## src/rtl/des_pkg.sv

```systemverilog
// -----------------------------------------------------------------------------
// des_pkg
// Shared definitions for the DES permutation unit:
//   - des_mode_e   : permutation select carried alongside each word
//   - width consts : output widths of the P and E permutations, block width
//   - P/E/IP/FP    : FIPS 46-3 tables, 1-based as printed in the standard
//   - des_permute  : stateless table application, out[i] = in[T[i]-1]
// Port bit i corresponds to FIPS bit i+1; unused upper output bits are 0.
// -----------------------------------------------------------------------------
package des_pkg;

    typedef enum logic [1:0] {
        MODE_P  = 2'd0,   // 32 -> 32 round permutation
        MODE_E  = 2'd1,   // 32 -> 48 expansion
        MODE_IP = 2'd2,   // 64 -> 64 initial permutation
        MODE_FP = 2'd3    // 64 -> 64 final permutation (IP inverse)
    } des_mode_e;

    localparam int DES_W = 64;
    localparam int P_W   = 32;
    localparam int E_W   = 48;

    localparam int unsigned P_TAB [P_W] = '{
        16,  7, 20, 21, 29, 12, 28, 17,
         1, 15, 23, 26,  5, 18, 31, 10,
         2,  8, 24, 14, 32, 27,  3,  9,
        19, 13, 30,  6, 22, 11,  4, 25
    };

    localparam int unsigned E_TAB [E_W] = '{
        32,  1,  2,  3,  4,  5,
         4,  5,  6,  7,  8,  9,
         8,  9, 10, 11, 12, 13,
        12, 13, 14, 15, 16, 17,
        16, 17, 18, 19, 20, 21,
        20, 21, 22, 23, 24, 25,
        24, 25, 26, 27, 28, 29,
        28, 29, 30, 31, 32,  1
    };

    localparam int unsigned IP_TAB [DES_W] = '{
        58, 50, 42, 34, 26, 18, 10,  2,
        60, 52, 44, 36, 28, 20, 12,  4,
        62, 54, 46, 38, 30, 22, 14,  6,
        64, 56, 48, 40, 32, 24, 16,  8,
        57, 49, 41, 33, 25, 17,  9,  1,
        59, 51, 43, 35, 27, 19, 11,  3,
        61, 53, 45, 37, 29, 21, 13,  5,
        63, 55, 47, 39, 31, 23, 15,  7
    };

    localparam int unsigned FP_TAB [DES_W] = '{
        40,  8, 48, 16, 56, 24, 64, 32,
        39,  7, 47, 15, 55, 23, 63, 31,
        38,  6, 46, 14, 54, 22, 62, 30,
        37,  5, 45, 13, 53, 21, 61, 29,
        36,  4, 44, 12, 52, 20, 60, 28,
        35,  3, 43, 11, 51, 19, 59, 27,
        34,  2, 42, 10, 50, 18, 58, 26,
        33,  1, 41,  9, 49, 17, 57, 25
    };

    // Pure wiring: each output bit selects one input bit. Input bits beyond
    // the mode's input width are never referenced by any table, so they are
    // ignored automatically.
    function automatic logic [DES_W-1:0] des_permute(input des_mode_e        mode,
                                                     input logic [DES_W-1:0] din);
        logic [DES_W-1:0] perm;
        logic [31:0]      src;
        // NOTE: every variable gets a value before any branch so the
        // combinational result never depends on a previous evaluation.
        perm = '0;
        src  = '0;
        case (mode)
            MODE_P: begin
                for (int i = 0; i < P_W; i++) begin
                    src          = P_TAB[i[4:0]] - 32'd1;
                    perm[i[5:0]] = din[src[5:0]];
                end
            end
            MODE_E: begin
                for (int i = 0; i < E_W; i++) begin
                    src          = E_TAB[i[5:0]] - 32'd1;
                    perm[i[5:0]] = din[src[5:0]];
                end
            end
            MODE_IP: begin
                for (int i = 0; i < DES_W; i++) begin
                    src          = IP_TAB[i[5:0]] - 32'd1;
                    perm[i[5:0]] = din[src[5:0]];
                end
            end
            MODE_FP: begin
                for (int i = 0; i < DES_W; i++) begin
                    src          = FP_TAB[i[5:0]] - 32'd1;
                    perm[i[5:0]] = din[src[5:0]];
                end
            end
            default: perm = '0;
        endcase
        return perm;
    endfunction

endpackage

```

## src/rtl/des_perm_stage.sv

```systemverilog
// -----------------------------------------------------------------------------
// des_perm_stage
// One valid/ready register slice holding {valid, mode, data}.
//   clk, rst      : clock, synchronous active-high reset
//   i_valid       : upstream word present
//   i_mode/i_data : upstream mode and (already permuted) data
//   i_dn_ready    : downstream can take this stage's word this cycle
//   o_valid       : this stage holds a word
//   o_mode/o_data : registered mode and data
// The stage loads whenever it is empty or its word leaves this cycle.
// -----------------------------------------------------------------------------
module des_perm_stage
    import des_pkg::*;
#(
    parameter int W = 64
) (
    input  logic         clk,
    input  logic         rst,
    input  logic         i_valid,
    input  des_mode_e    i_mode,
    input  logic [W-1:0] i_data,
    input  logic         i_dn_ready,
    output logic         o_valid,
    output des_mode_e    o_mode,
    output logic [W-1:0] o_data
);

    logic         r_valid;
    des_mode_e    r_mode;
    logic [W-1:0] r_data;
    logic         w_load;

    assign w_load = !r_valid || i_dn_ready;

    // NOTE: sequential state is updated only with non-blocking assignments so
    // every stage samples its neighbour's pre-edge value.
    always_ff @(posedge clk) begin
        if (rst) begin
            // NOTE: mode/data are reset too, because the last stage drives the
            // output ports directly and they must read 0 after reset.
            r_valid <= 1'b0;
            r_mode  <= MODE_P;
            r_data  <= '0;
        end else if (w_load) begin
            r_valid <= i_valid;
            // Payload only changes on a real load; a stalled word stays put.
            if (i_valid) begin
                r_mode <= i_mode;
                r_data <= i_data;
            end
        end
    end

    assign o_valid = r_valid;
    assign o_mode  = r_mode;
    assign o_data  = r_data;

endmodule

```

## src/rtl/des_perm_unit.sv

```systemverilog
// -----------------------------------------------------------------------------
// des_perm_unit
// Applies one of the DES bit permutations (P, E, IP, FP) combinationally on
// the input word and carries the result through STAGES valid/ready register
// slices. Full throughput of one word per cycle; lossless backpressure.
//   clk, rst            : clock, synchronous active-high reset
//   in_valid/in_ready   : input handshake (never ready during reset)
//   in_mode, data_in    : permutation select and input word
//   out_valid/out_ready : output handshake, driven from the last stage
//   out_mode, data_out  : mode and permuted word of the oldest entry
//   busy                : any stage holds a word
// -----------------------------------------------------------------------------
module des_perm_unit
    import des_pkg::*;
#(
    parameter int STAGES = 2,
    parameter int W      = 64
) (
    input  logic         clk,
    input  logic         rst,
    input  logic         in_valid,
    output logic         in_ready,
    input  logic [1:0]   in_mode,
    input  logic [W-1:0] data_in,
    output logic         out_valid,
    input  logic         out_ready,
    output logic [1:0]   out_mode,
    output logic [W-1:0] data_out,
    output logic         busy
);

    // Index 0 is the permuted input; index s+1 is the output of stage s.
    logic [STAGES:0] w_vld;
    des_mode_e       w_mode [STAGES+1];
    logic [W-1:0]    w_data [STAGES+1];
    // w_accept[s]: stage s can load this cycle; w_accept[STAGES] is the consumer.
    logic [STAGES:0] w_accept;

    assign w_vld[0]  = in_valid && !rst;
    assign w_mode[0] = des_mode_e'(in_mode);
    assign w_data[0] = des_permute(w_mode[0], data_in);

    assign w_accept[STAGES] = out_ready;

    for (genvar s = 0; s < STAGES; s++) begin : g_stage
        // A stage can load if the consumer drains or any stage from here to
        // the output has a hole. Written in closed form from the valid bits so
        // the ready path is a flat function of registers, not a chain.
        assign w_accept[s] = out_ready || !(&w_vld[STAGES:s+1]);

        des_perm_stage #(
            .W (W)
        ) u_stage (
            .clk        (clk),
            .rst        (rst),
            .i_valid    (w_vld[s]),
            .i_mode     (w_mode[s]),
            .i_data     (w_data[s]),
            .i_dn_ready (w_accept[s+1]),
            .o_valid    (w_vld[s+1]),
            .o_mode     (w_mode[s+1]),
            .o_data     (w_data[s+1])
        );
    end

    assign in_ready  = w_accept[0] && !rst;
    assign out_valid = w_vld[STAGES];
    assign out_mode  = w_mode[STAGES];
    assign data_out  = w_data[STAGES];
    assign busy      = |w_vld[STAGES:1];

endmodule

```

## config.mk

```make
export PLATFORM = sky130hd
export DESIGN_NAME = des_perm_unit
export DESIGN_NICKNAME = d
export VERILOG_FILES = /design/src/rtl/des_pkg.sv /design/src/rtl/des_perm_stage.sv /design/src/rtl/des_perm_unit.sv
export SDC_FILE = /design/constraint.sdc
export NUM_CORES = 1
export LEC_CHECK = 0
export ABC_AREA = 1
export BUFFER_PORTS_ARGS = -buffer_cell sky130_fd_sc_hd__buf_2
export CAP_MARGIN = 40
export CORE_UTILIZATION = 55
export DETAILED_ROUTE_END_ITERATION = 16
export HOLD_SLACK_MARGIN = 0.08
export PLACE_DENSITY = 0.81
export SETUP_SLACK_MARGIN = 0.2
export SYNTH_ARGS = -nofsm -noshare
export SYNTH_HDL_FRONTEND = slang
export SYNTH_SLANG_ARGS = --single-unit
```

## constraint.sdc

```tcl
create_clock -name clk -period 3.15 [get_ports clk]
set_input_delay 0.63 -clock clk [delete_from_list [all_inputs] [get_ports clk]]
set_output_delay 0.63 -clock clk [all_outputs]
set_load 0.02 [all_outputs]
```

Word-level counts from Yosys, hierarchy flattened
Index checks and enable logic that the tools add are counted.
{ "totals": {"reg_bits": 134, "input_bits": 70, "output_inout_bits": 69} }
{ "op_classes": {"eq_ne": 3, "n_mux": 3, "n_reduce_logical": 14} }
{ "ops": {"columns": ["cell", "n"], "rows": [
  ["$pmux W32 S4", 1],
  ["$pmux W16 S3", 1],
  ["$pmux W16 S2", 1],
  ["$reduce_and A2 Y1", 3],
  ["$eq A2 B2 Y1 const B", 2],
  ["$logic_not A1 Y1", 4],
  ["$logic_or A1 B1 Y1", 3],
  ["$eq A2 B1 Y1 const B", 1],
  ["$logic_and A1 B1 Y1", 2],
  ["$logic_not A2 Y1", 1],
  ["$reduce_or A2 Y1", 1]
]} }

Longest topological paths before layout
Gate-level depths: netlist of run 1.
{ "logic_depth": {"depth_word": 4, "depth_mapped": 8, "ltp_nobuf": 7} }

By module
Synthesis of run 1 repeated with hierarchy kept, for this count alone.
{ "unflattened": {"hier_cells": 1168, "hier_area_um2": 7383.3} }
{ "by_module_without_submodules": {"columns": ["mod", "instances", "cells_per_inst", "area_each_um2", "seq_area_each_um2"], "rows": [
  ["des_perm_stage", 2, 438, 2996.6, 1341.3],
  ["des_perm_unit", 1, 292, 1390.1, 0.0]
]} }

Worst setup path after synthesis of run 1
No wires, ideal clock.
{ "synth_path": {"kind": "input to output", "from": "in rst", "to": "out in_ready", "t_arrival_ns": 1.120, "path_slack_ns": 1.400, "path_stages": 2, "cell_sequence": "clkbuf_1 nor2_1"} }
{ "synth_via": {"elab_chain_len": 2} }
{ "synth_lines": {"columns": ["element", "line_no", "rtl"], "rows": [
  ["start: declaration", "des_perm_unit.sv:20", "input logic rst,"],
  ["$logic_not A1 Y1", "des_perm_unit.sv:66", "assign in_ready = w_accept[0] && !rst;"],
  ["$logic_and A1 B1 Y1", "des_perm_unit.sv:66", null],
  ["end: declaration", "des_perm_unit.sv:22", "output logic in_ready,"]
]} }
Every way passes these cells.

Worst setup path after layout of run 1
{ "layout_path": {"from": "reg g_stage[1].u_stage.r_valid", "to": "out in_ready"} }
{ "layout_via": {"elab_chain_len": 4} }
{ "layout_lines": {"columns": ["element", "line_no", "rtl"], "rows": [
  ["start: declaration", "des_perm_stage.sv:28", "logic r_valid;"],
  ["start signal: assignment", "des_perm_stage.sv:45", "r_valid <= i_valid;"],
  ["$reduce_and A2 Y1", "des_perm_unit.sv:49", "assign w_accept[s] = out_ready || !(&w_vld[STAGES:s+1]);"],
  ["$logic_not A1 Y1", "des_perm_unit.sv:49", null],
  ["$logic_or A1 B1 Y1", "des_perm_unit.sv:49", null],
  ["$logic_and A1 B1 Y1", "des_perm_unit.sv:66", null]
]} }
Every way passes these cells.

==> results of run 1 <==
## logic make-up after synthesis
family	synth area share [%]
DFF	44.9
AOI/OAI and AO/OA	11.8
and+or+nand+nor	36.0
buffers and inverters	7.23
## cell usage after synthesis
cell,instances,area [um2]
buf_4,17,128
a21oi_1,35,175
o22ai_1,3,18.8
nand3_1,137,686
or2_2,1,6.26
o21ai_1,6,30.0
nand2_1,198,743
buf_1,2,7.51
buf_2,24,120
dfxtp_1,134,2680
nor2_2,2,12.5
nor3_1,3,15.0
o21ai_0,92,460
o211ai_1,3,22.5
inv_2,4,15.0
nor2_1,164,616
clkbuf_1,23,86.3
nand2_2,2,12.5
nand4_1,9,56.3
inv_1,20,75.1
## flip-flops by register name, summed over array words and instances (netlist names)
register	cells
g_stage.u_stage.o_data	128
g_stage.u_stage.o_mode	4
g_stage.u_stage.o_valid	2
## cells in the final DEF (no fill, tap or decap)
cell type and instances:
nand4_1 9, clkinvlp_4 3, inv_2 5, or2_2 1, nand3_1 137, o21ai_1 6, nand2_2 3, o21ai_0 92
inv_6 1, nor2_1 163, buf_12 3, buf_4 8, nor2_4 1, nand2_1 197, dfxtp_1 134, nor3_1 3
nor2_2 2, o22ai_1 3, clkinv_2 4, a21oi_1 35, clkinv_4 2, buf_2 138, clkbuf_8 3, bufinv_16 2
clkbuf_16 16, inv_1 19, o211ai_1 3
## area by class of cell
type | count | area [um2]
Tap cell | 136 | 170
Inverter | 24 | 90.1
Clock buffer | 19 | 442
Sequential cell | 134 | 2680
Fill cell | 940 | 3230
Multi-Input combinational cell | 655 | 2860
Timing Repair Buffer | 149 | 811
Clock inverter | 12 | 129
## path summary, 6_finish.rpt
| kind | start | endpoint | slack [ns] | depth (start not counted) |
|---|---|---|---|---|
| setup / recovery | g_stage[1].u_stage.o_valid$_SDFFE_PP0P_ | in_ready | 1.12 | 4 |
| hold / removal | out_ready | g_stage[1].u_stage.o_valid$_SDFFE_PP0P_ | 0.45 | 4 |
| setup reg to reg | g_stage[1].u_stage.o_valid$_SDFFE_PP0P_ | g_stage[0].u_stage.o_data[46]$_SDFFE_PP0P_ | 1.52 | 6 |
| hold reg to reg | g_stage[0].u_stage.o_data[43]$_SDFFE_PP0P_ | g_stage[0].u_stage.o_data[43]$_SDFFE_PP0P_ | 0.46 | 2 |
## where the power goes
part	total [mW]	internal (mW)	switching [mW]
Clock	1.92	1.16	0.759
Sequential	1.84	1.79	0.0479
Combinational	0.575	0.188	0.386
Total	4.34	3.14	1.19
## per-stage QoR
step | cell area, um2 | total power, mW | utilization [%] | setup slack, ns | instances
6_report | 7190 | 4.34 | 69.0 | 1.12 | 1129
5_1_grt | 7190 | 4.50 | 69.0 | 0.989 | 1129
4_1_cts | 7190 | 4.34 | 69.0 | 1.11 | 1129
3_5_place_dp | 6620 | 2.44 | 63.5 | 0.859 | 1098
3_3_place_gp | 6620 | 2.44 | 63.5 | 0.879 | 1098
2_1_floorplan | 5970 | 2.24 | - | 1.40 | 879
## worst min-delay path, stage by stage
cell and delay, ns:
buf_2 0.08, inv_1 0.04, nand2_1 0.08, a21oi_1 0.07
## metal layers
layer,GRT usage [%],up-vias,routed length (um)
li1,-,3096,-
met1,43.8,2861,7650
met2,48.6,340,7750
met3,6.38,45,1620
met4,13.6,0,550
met5,0,-,0
==> flow_summary.json, run 1 <==
{
  "fp.dieH_um": 106,
  "cts.repair.resized": 0,
  "cp-start-kind": "register",
  "fin_crit_sh_pct": 64.4,
  "dr.pass1.iters": 5,
  "first_global_vias": 5563,
  "synth_area_um2": 5970,
  "io_pins": 139,
  "worst_path_largest_cell_delay_ns": 0.38,
  "min_path_type": "in2reg",
  "synthCells": 879,
  "num_rows": 37,
  "setup_viol": 0,
  "synthToLayoutAreaGrowth_pct": 20.4,
  "cts_buffers": 17,
  "slew_viol_final": 0,
  "cts_root_buf": "clkbuf_8",
  "cap_violations": 0,
  "antenna_found_initial": 0,
  "status": "completed",
  "postSynthAreaPerCell_um2": 6.79,
  "synth_cell_types": 20,
  "ant_nets": 0,
  "path_class": "reg2out",
  "critPathRequiredTime_ns": 2.52,
  "fin_setup_tns_ns": 0,
  "finalHoldViolCount": 0,
  "cts_setup_buffers": 0,
  "htreeDepth": 4,
  "grt_pass1_wl_mm": 28.0,
  "ctsHoldBuffers": 0,
  "worstMarginPinSlew_ns": 0.867,
  "io_buffers": 138,
  "drc": 0,
  "initial_utilization_pct": 57.3,
  "seq_area_frac_synth_pct": 44.9,
  "crit_fanout": 5,
  "max_freq_mhz": 493,
  "leakage_nw": 3.34,
  "critPathArrivalTime_ns": 1.40,
  "clk_pin_slew_ns": 0.06,
  "vias": 6342,
  "drtIter0Drc": 779,
  "cts_buffer_depth": 2,
  "routed_via_density": 5.62,
  "fin_nets": 1051,
  "path_cells": "nand2_1, nor2_1, nor2_1, buf_2",
  "drive_gt1_share_pct": 19.3,
  "rsz0062_at_grt": "no",
  "dieArea_um2": 11300,
  "vdd_drop_max_mv": 0.294,
  "synth-seq-cells": 134,
  "synth_warnings": 0,
  "crit_top_cell": "nor2_1",
  "cp-end-kind": "output pin",
  "crit_family": "flip-flops",
  "crit_buf_inv": 1,
  "drt-total-wl_mm": 17.6,
  "grt_max_degree": 107,
  "grt_overflow_total": 0,
  "fp.dieW_um": 106,
  "core_area_um2": 10400,
  "period_needed_ns": 2.03,
  "gp_congestion": 0.933,
  "fin_skew_ns": 0.00803,
  "max-slew-margin-rel_pct": 42.2,
  "cts.sinks": 134,
  "power-per-cell-area_nw_per_um2": 603,
  "place_hpwl_mm": 12.0,
  "crit_path_top_delay_cell": "dfxtp_1",
  "holdWs_ns": 0.447,
  "avgRoutedWirePerCell_um": 15.6,
  "synth_nets": 949,
  "cts_tree": "done",
  "clock_latency_ns": 0.52,
  "track_usage_pct": 31.9,
  "diodes": 0
}
No activity file was read; power rests on OpenSTA's default activity.
==> run 2: changes to the inputs <==
--- a/config.mk
+++ b/config.mk
@@ -8,10 +8,10 @@
 export ABC_AREA = 1
 export BUFFER_PORTS_ARGS = -buffer_cell sky130_fd_sc_hd__buf_2
 export CAP_MARGIN = 40
-export CORE_UTILIZATION = 55
+export CORE_UTILIZATION = 54
 export DETAILED_ROUTE_END_ITERATION = 16
 export HOLD_SLACK_MARGIN = 0.08
-export PLACE_DENSITY = 0.81
+export PLACE_DENSITY = 0.8
 export SETUP_SLACK_MARGIN = 0.2
 export SYNTH_ARGS = -nofsm -noshare
 export SYNTH_HDL_FRONTEND = slang
==> constraint.sdc (replaced) <==
create_clock -name clk -period 2.1 [get_ports clk]
set_input_delay 0.42 -clock clk [delete_from_list [all_inputs] [get_ports clk]]
set_output_delay 0.42 -clock clk [all_outputs]
set_load 0.02 [all_outputs]
==> run 2 against run 1 <==
The flow now finishes with violations (design-rule violations). Clock-buffer cell count decreased by 1. Hold slack worse by 0.24 ns. Critical path depth did not move. Sequential cell count unchanged. Via count rose by 0.13%. Cell count rose by 0.89%. Combinational power rose by 53%. Largest cell class unchanged. Setup slack lost 0.83 ns. Sequential power up 50%.
==> flow_summary.json, run 2 (same netlist as run 1, synthesis figures left out) <==
{
  "worstMarginPinSlew_ns": 0.584,
  "initial_utilization_pct": 55.3,
  "cts.repair.resized": 0,
  "gp_congestion": 0.996,
  "htreeDepth": 4,
  "cts_buffers": 17,
  "diodes": 0,
  "path_class": "reg2out",
  "drc": 1,
  "grt_pass1_wl_mm": 27.5,
  "power-per-cell-area_nw_per_um2": 899,
  "vdd_drop_max_mv": 0.503,
  "synthToLayoutAreaGrowth_pct": 21.8,
  "ant_nets": 0,
  "nFillCells": 968,
  "vias": 6350,
  "grt_busiest_layer": "met2",
  "cts_root_buf": "clkbuf_8",
  "largest_reg_flops": 128,
  "routed_via_density": 5.58,
  "drive_gt1_share_pct": 19.9,
  "core_area_um2": 10800,
  "antenna_found_initial": 0,
  "leakage_nw": 3.38,
  "grt_util_met1_pct": 43.2,
  "multi_input_area_um2": 2870,
  "fin_setup_tns_ns": 0,
  "fin_skew_ns": 0.00692,
  "period_needed_ns": 1.81,
  "dieArea_um2": 11500,
  "critPathRequiredTime_ns": 1.68,
  "grt_max_degree": 107,
  "clock_latency_ns": 0.51,
  "first_global_vias": 5450,
  "critPathArrivalTime_ns": 1.39,
  "slew_viol_final": 0,
  "finalHoldViolCount": 0,
  "ctsHoldBuffers": 0,
  "fp.dieH_um": 107,
  "seqCellArea_um2": 2680,
  "cts_tree": "done",
  "cts_buffer_depth": 2,
  "max_freq_mhz": 553,
  "fp.dieW_um": 107,
  "dr.pass1.iters": 12,
  "place_hpwl_mm": 12.0,
  "violations": "design-rule violations",
  "rsz0062_at_grt": "no",
  "drtIter0Drc": 702,
  "grt_overflow_total": 0,
  "fin_nets": 1057,
  "cts.sinks": 134,
  "crit_fanout": 5,
  "avgRoutedWirePerCell_um": 15.3,
  "io_pins": 139,
  "clk_pin_slew_ns": 0.06,
  "num_rows": 38,
  "cp-start-kind": "register",
  "cts_setup_buffers": 0,
  "min_path_type": "in2reg",
  "final_cell_mix": "nand2_1 (197), nor2_1 (162), buf_2 (138), nand3_1 (137), dfxtp_1 (134)",
  "dp_cells": 1108,
  "grtUsageMet3_pct": 6.20,
  "max-slew-margin-rel_pct": 61.0,
  "cap_violations": 0,
  "fin_crit_sh_pct": 86.1,
  "fin_cells": 1139,
  "track_usage_pct": 30.8,
  "layout_commonest_cell": "nand2_1",
  "met2_usage_pct": 45.9,
  "status": "finished, violations left",
  "drt-total-wl_mm": 17.4,
  "cp-end-kind": "output pin",
  "io_buffers": 138,
  "setup_viol": 0
}
[run 2: critical path: stages, from the launching register on]
cell	delay [ns]
dfxtp_1	0.41
nand2_1	0.10
nor2_2	0.16
nor2_1	0.05
buf_2	0.16
[run 2: power breakdown]
part / total [mW] / switching, mW / internal [mW]
sequential: 2.76 / 0.0688 / 2.69
clock: 2.90 / 1.16 / 1.73
combinational: 0.879 / 0.585 / 0.294
total: 6.53 / 1.82 / 4.72
[run 2: final timing paths]
check                                                                 from                                         end  slack (ns)  cells after the start
worst min register to register  g_stage[0].u_stage.o_data[42]$_SDFFE_PP0P_  g_stage[0].u_stage.o_data[42]$_SDFFE_PP0P_        0.46                      2
worst min-delay path                                                   rst  g_stage[0].u_stage.o_data[60]$_SDFFE_PP0P_        0.20                      2
worst max register to register     g_stage[1].u_stage.o_valid$_SDFFE_PP0P_  g_stage[0].u_stage.o_data[22]$_SDFFE_PP0P_        0.72                      6
worst max-delay path               g_stage[1].u_stage.o_valid$_SDFFE_PP0P_                                    in_ready        0.29                      4
[run 2: through the flow]
| stage | cell area, um2 | utilization [%] | setup WS (ns) | power (mW) | hold WS, ns |
|---|---|---|---|---|---|
| 3_5_place_dp | 6690 | 62.0 | 0.193 | 3.67 | 0.453 |
| 5_1_grt | 7270 | 67.4 | 0.246 | 6.79 | 0.202 |
| 3_3_place_gp | 6690 | 62.0 | 0.218 | 3.66 | 0.450 |
| 4_1_cts | 7270 | 67.3 | 0.234 | 6.53 | 0.191 |
| 6_report | 7270 | 67.4 | 0.291 | 6.53 | 0.204 |
| 2_1_floorplan | 5970 | - | 0.770 | 3.36 | 0.441 |
[run 2: layout make-up]
class / count / share of cell area (%)
clock buffer: 18 / 5.89
inverter: 24 / 1.24
multi-input combinational: 655 / 39.4
tap: 140 / 2.41
timing repair buffer: 155 / 12.1
sequential: 134 / 36.9
clock inverter: 13 / 2.01
[run 2: layer usage]
metal	part of all wire (%)	routed length, um
met1	43	7420
met5	0	0
met3	10	1820
met4	3.0	515
met2	44	7690
==> run 3: changes to the inputs <==
==> constraint.sdc (replaced) <==
create_clock -name clk -period 2.1 [get_ports clk]
set_input_delay 0.42 -clock clk [delete_from_list [all_inputs] [get_ports clk]]
set_output_delay 0.42 -clock clk [all_outputs]
set_load 0.05 [all_outputs]
==> run 3 against run 2 <==
The run still ends with design-rule violations left. Hold slack got worse by 0.0030 ns. First-iteration DRC count stayed put. Via count unchanged. Sequential cell count is the same. Maximum frequency fell by 1.2%. Clock-buffer cell count did not move. Sequential share of layout area hardly changed. Cell count unchanged. Critical path type unchanged. Critical endpoint unchanged.
==> flow_summary.json, run 3 (same netlist as run 1, synthesis figures left out) <==
{
  "status": "finished, violations left",
  "violations": "design-rule violations",
  "critPathRequiredTime_ns": 1.68,
  "num_rows": 38,
  "track_usage_pct": 30.8,
  "io_buffers": 138,
  "worstMarginPinSlew_ns": 0.584,
  "r2r_cells": 6,
  "p_int_mw": 4.72,
  "period_needed_ns": 1.83,
  "min_to": "g_stage[1].u_stage.o_valid$_SDFFE_PP0P_",
  "setup_viol": 0,
  "diodes": 0,
  "cts_buffer_depth": 2,
  "seq_power_share_pct": 41.3,
  "p_sw_mw": 1.97,
  "vias": 6350,
  "holdPathStages": 2,
  "slew_viol_final": 0,
  "cts_setup_buffers": 0,
  "place_area_um2": 6690,
  "max-slew-margin-rel_pct": 61.0,
  "drive_gt1_share_pct": 20.0,
  "crit_fanout": 4,
  "power-per-cell-area_nw_per_um2": 920,
  "cap_violations": 0,
  "clk_pin_slew_ns": 0.06,
  "cp-end-kind": "output pin",
  "grt_pass1_wl_mm": 27.6,
  "place_hpwl_mm": 12.0,
  "dr.pass1.iters": 12,
  "ctsHoldBuffers": 0,
  "synthToLayoutAreaGrowth_pct": 21.8,
  "grt_max_degree": 107,
  "p_comb_share_pct": 15.4,
  "final_cell_mix": "nand2_1 (197), nor2_1 (162), buf_2 (138), nand3_1 (137), dfxtp_1 (133)",
  "fin_crit_sh_pct": 87.1,
  "ant_nets": 0,
  "layout_commonest_cell": "nand2_1",
  "leakage_nw": 3.38,
  "power_mw": 6.69,
  "vdd_drop_max_mv": 0.505,
  "avgRoutedWirePerCell_um": 15.3,
  "cts_root_buf": "clkbuf_8",
  "grt_overflow_total": 0,
  "cts_buffers": 17,
  "fp.dieW_um": 107,
  "io_pins": 139,
  "largest_reg_flops": 128,
  "gp_congestion": 0.996,
  "pre_cts_ws_ns": 0.193,
  "utilization_pct": 67.4,
  "routed_via_density": 5.58,
  "cp-start-kind": "register",
  "setup_ws_ns": 0.270,
  "first_global_vias": 5461,
  "r2r_slack_ns": 0.75,
  "rsz0062_at_grt": "no",
  "max_freq_mhz": 547,
  "r2r_end": "g_stage[0].u_stage.o_data[22]$_SDFFE_PP0P_",
  "cts.sinks": 134,
  "initial_utilization_pct": 55.3,
  "drt-total-wl_mm": 17.4,
  "fin_cells": 1139,
  "hp-start": "rst",
  "fin_nets": 1057,
  "clockPowerShare_pct": 43.3,
  "min_path_type": "in2reg",
  "reg2reg_from": "g_stage[0].u_stage.o_valid$_SDFFE_PP0P_",
  "drtIter0Drc": 702,
  "dieArea_um2": 11500,
  "fin_setup_tns_ns": 0,
  "critPathArrivalTime_ns": 1.41,
  "htreeDepth": 4,
  "seqCellArea_um2": 2680,
  "antenna_found_initial": 0,
  "final_area_um2": 7270,
  "p_sw_share_pct": 29.5,
  "core_area_um2": 10800,
  "holdWs_ns": 0.201,
  "nFillCells": 968,
  "multi_input_area_um2": 2870,
  "path_class": "reg2out",
  "cts_tree": "done",
  "dp_cells": 1108,
  "drc": 1,
  "clock_latency_ns": 0.51,
  "fp.dieH_um": 107,
  "fin_skew_ns": 0.00692,
  "finalHoldViolCount": 0
}
-- run 3: cell counts in the layout (fill, tap and decap cells not counted) --
Identical to the previous run, type by type.
-- run 3: layer usage --
| metal | wire [um] | vias up | GRT usage [%] |
|---|---|---|---|
| met1 | 7420 | 2808 | 43.1 |
| met5 | 0 | - | 0 |
| met4 | 515 | 0 | 12.9 |
| li1 | - | 3101 | - |
| met3 | 1820 | 47 | 6.20 |
| met2 | 7690 | 394 | 45.9 |
-- run 3: timing repair --
action / CTS / global route
cloned: 0 / 0
gates resized for setup: 1 / 1
endpoints found under the setup margin: 1 / 1
-- run 3: worst max-delay path by stage --
| stage | endpoint | slack [ns] | startpoint | cells past startpoint |
|---|---|---|---|---|
| global route | in_ready | 0.21 | g_stage[0].u_stage.o_valid$_SDFFE_PP0P_ | 4 |
| global placement | g_stage[0].u_stage.o_data[3]$_SDFFE_PP0P_ | 0.22 | in_mode[0] | 7 |
| floorplan | in_ready | 0.37 | g_stage[1].u_stage.o_valid$_SDFFE_PP0P_ | 3 |
| detailed placement | g_stage[0].u_stage.o_data[54]$_SDFFE_PP0P_ | 0.19 | in_mode[0] | 6 |
| finish | in_ready | 0.27 | g_stage[0].u_stage.o_valid$_SDFFE_PP0P_ | 4 |
| CTS | in_ready | 0.24 | g_stage[1].u_stage.o_valid$_SDFFE_PP0P_ | 4 |
-- run 3: area by class of cell --
type	instances	area share, %
Clock inverter	13	2.01
Inverter	24	1.24
Multi-Input combinational cell	655	39.4
Clock buffer	18	5.89
Timing Repair Buffer	155	12.1
Tap cell	140	2.41
Sequential cell	134	36.9
-- run 3: power by group through the flow --
stage / combinational (mW) / clock [mW] / sequential (mW)
3_5_place_dp: 1.01 / 0 / 2.81
4_1_cts: 1.02 / 2.91 / 2.76
2_1_floorplan: 0.484 / 0 / 3.03
3_3_place_gp: 1.01 / 0 / 2.81
6_report: 1.03 / 2.90 / 2.76
5_1_grt: 1.12 / 3.05 / 2.78
-- run 3: critical path, cell delays in order, from the launching register on --
cell and delay, ns:
dfxtp_1 0.39, nand2_1 0.09, nor2_2 0.16, nor2_1 0.05, buf_2 0.21
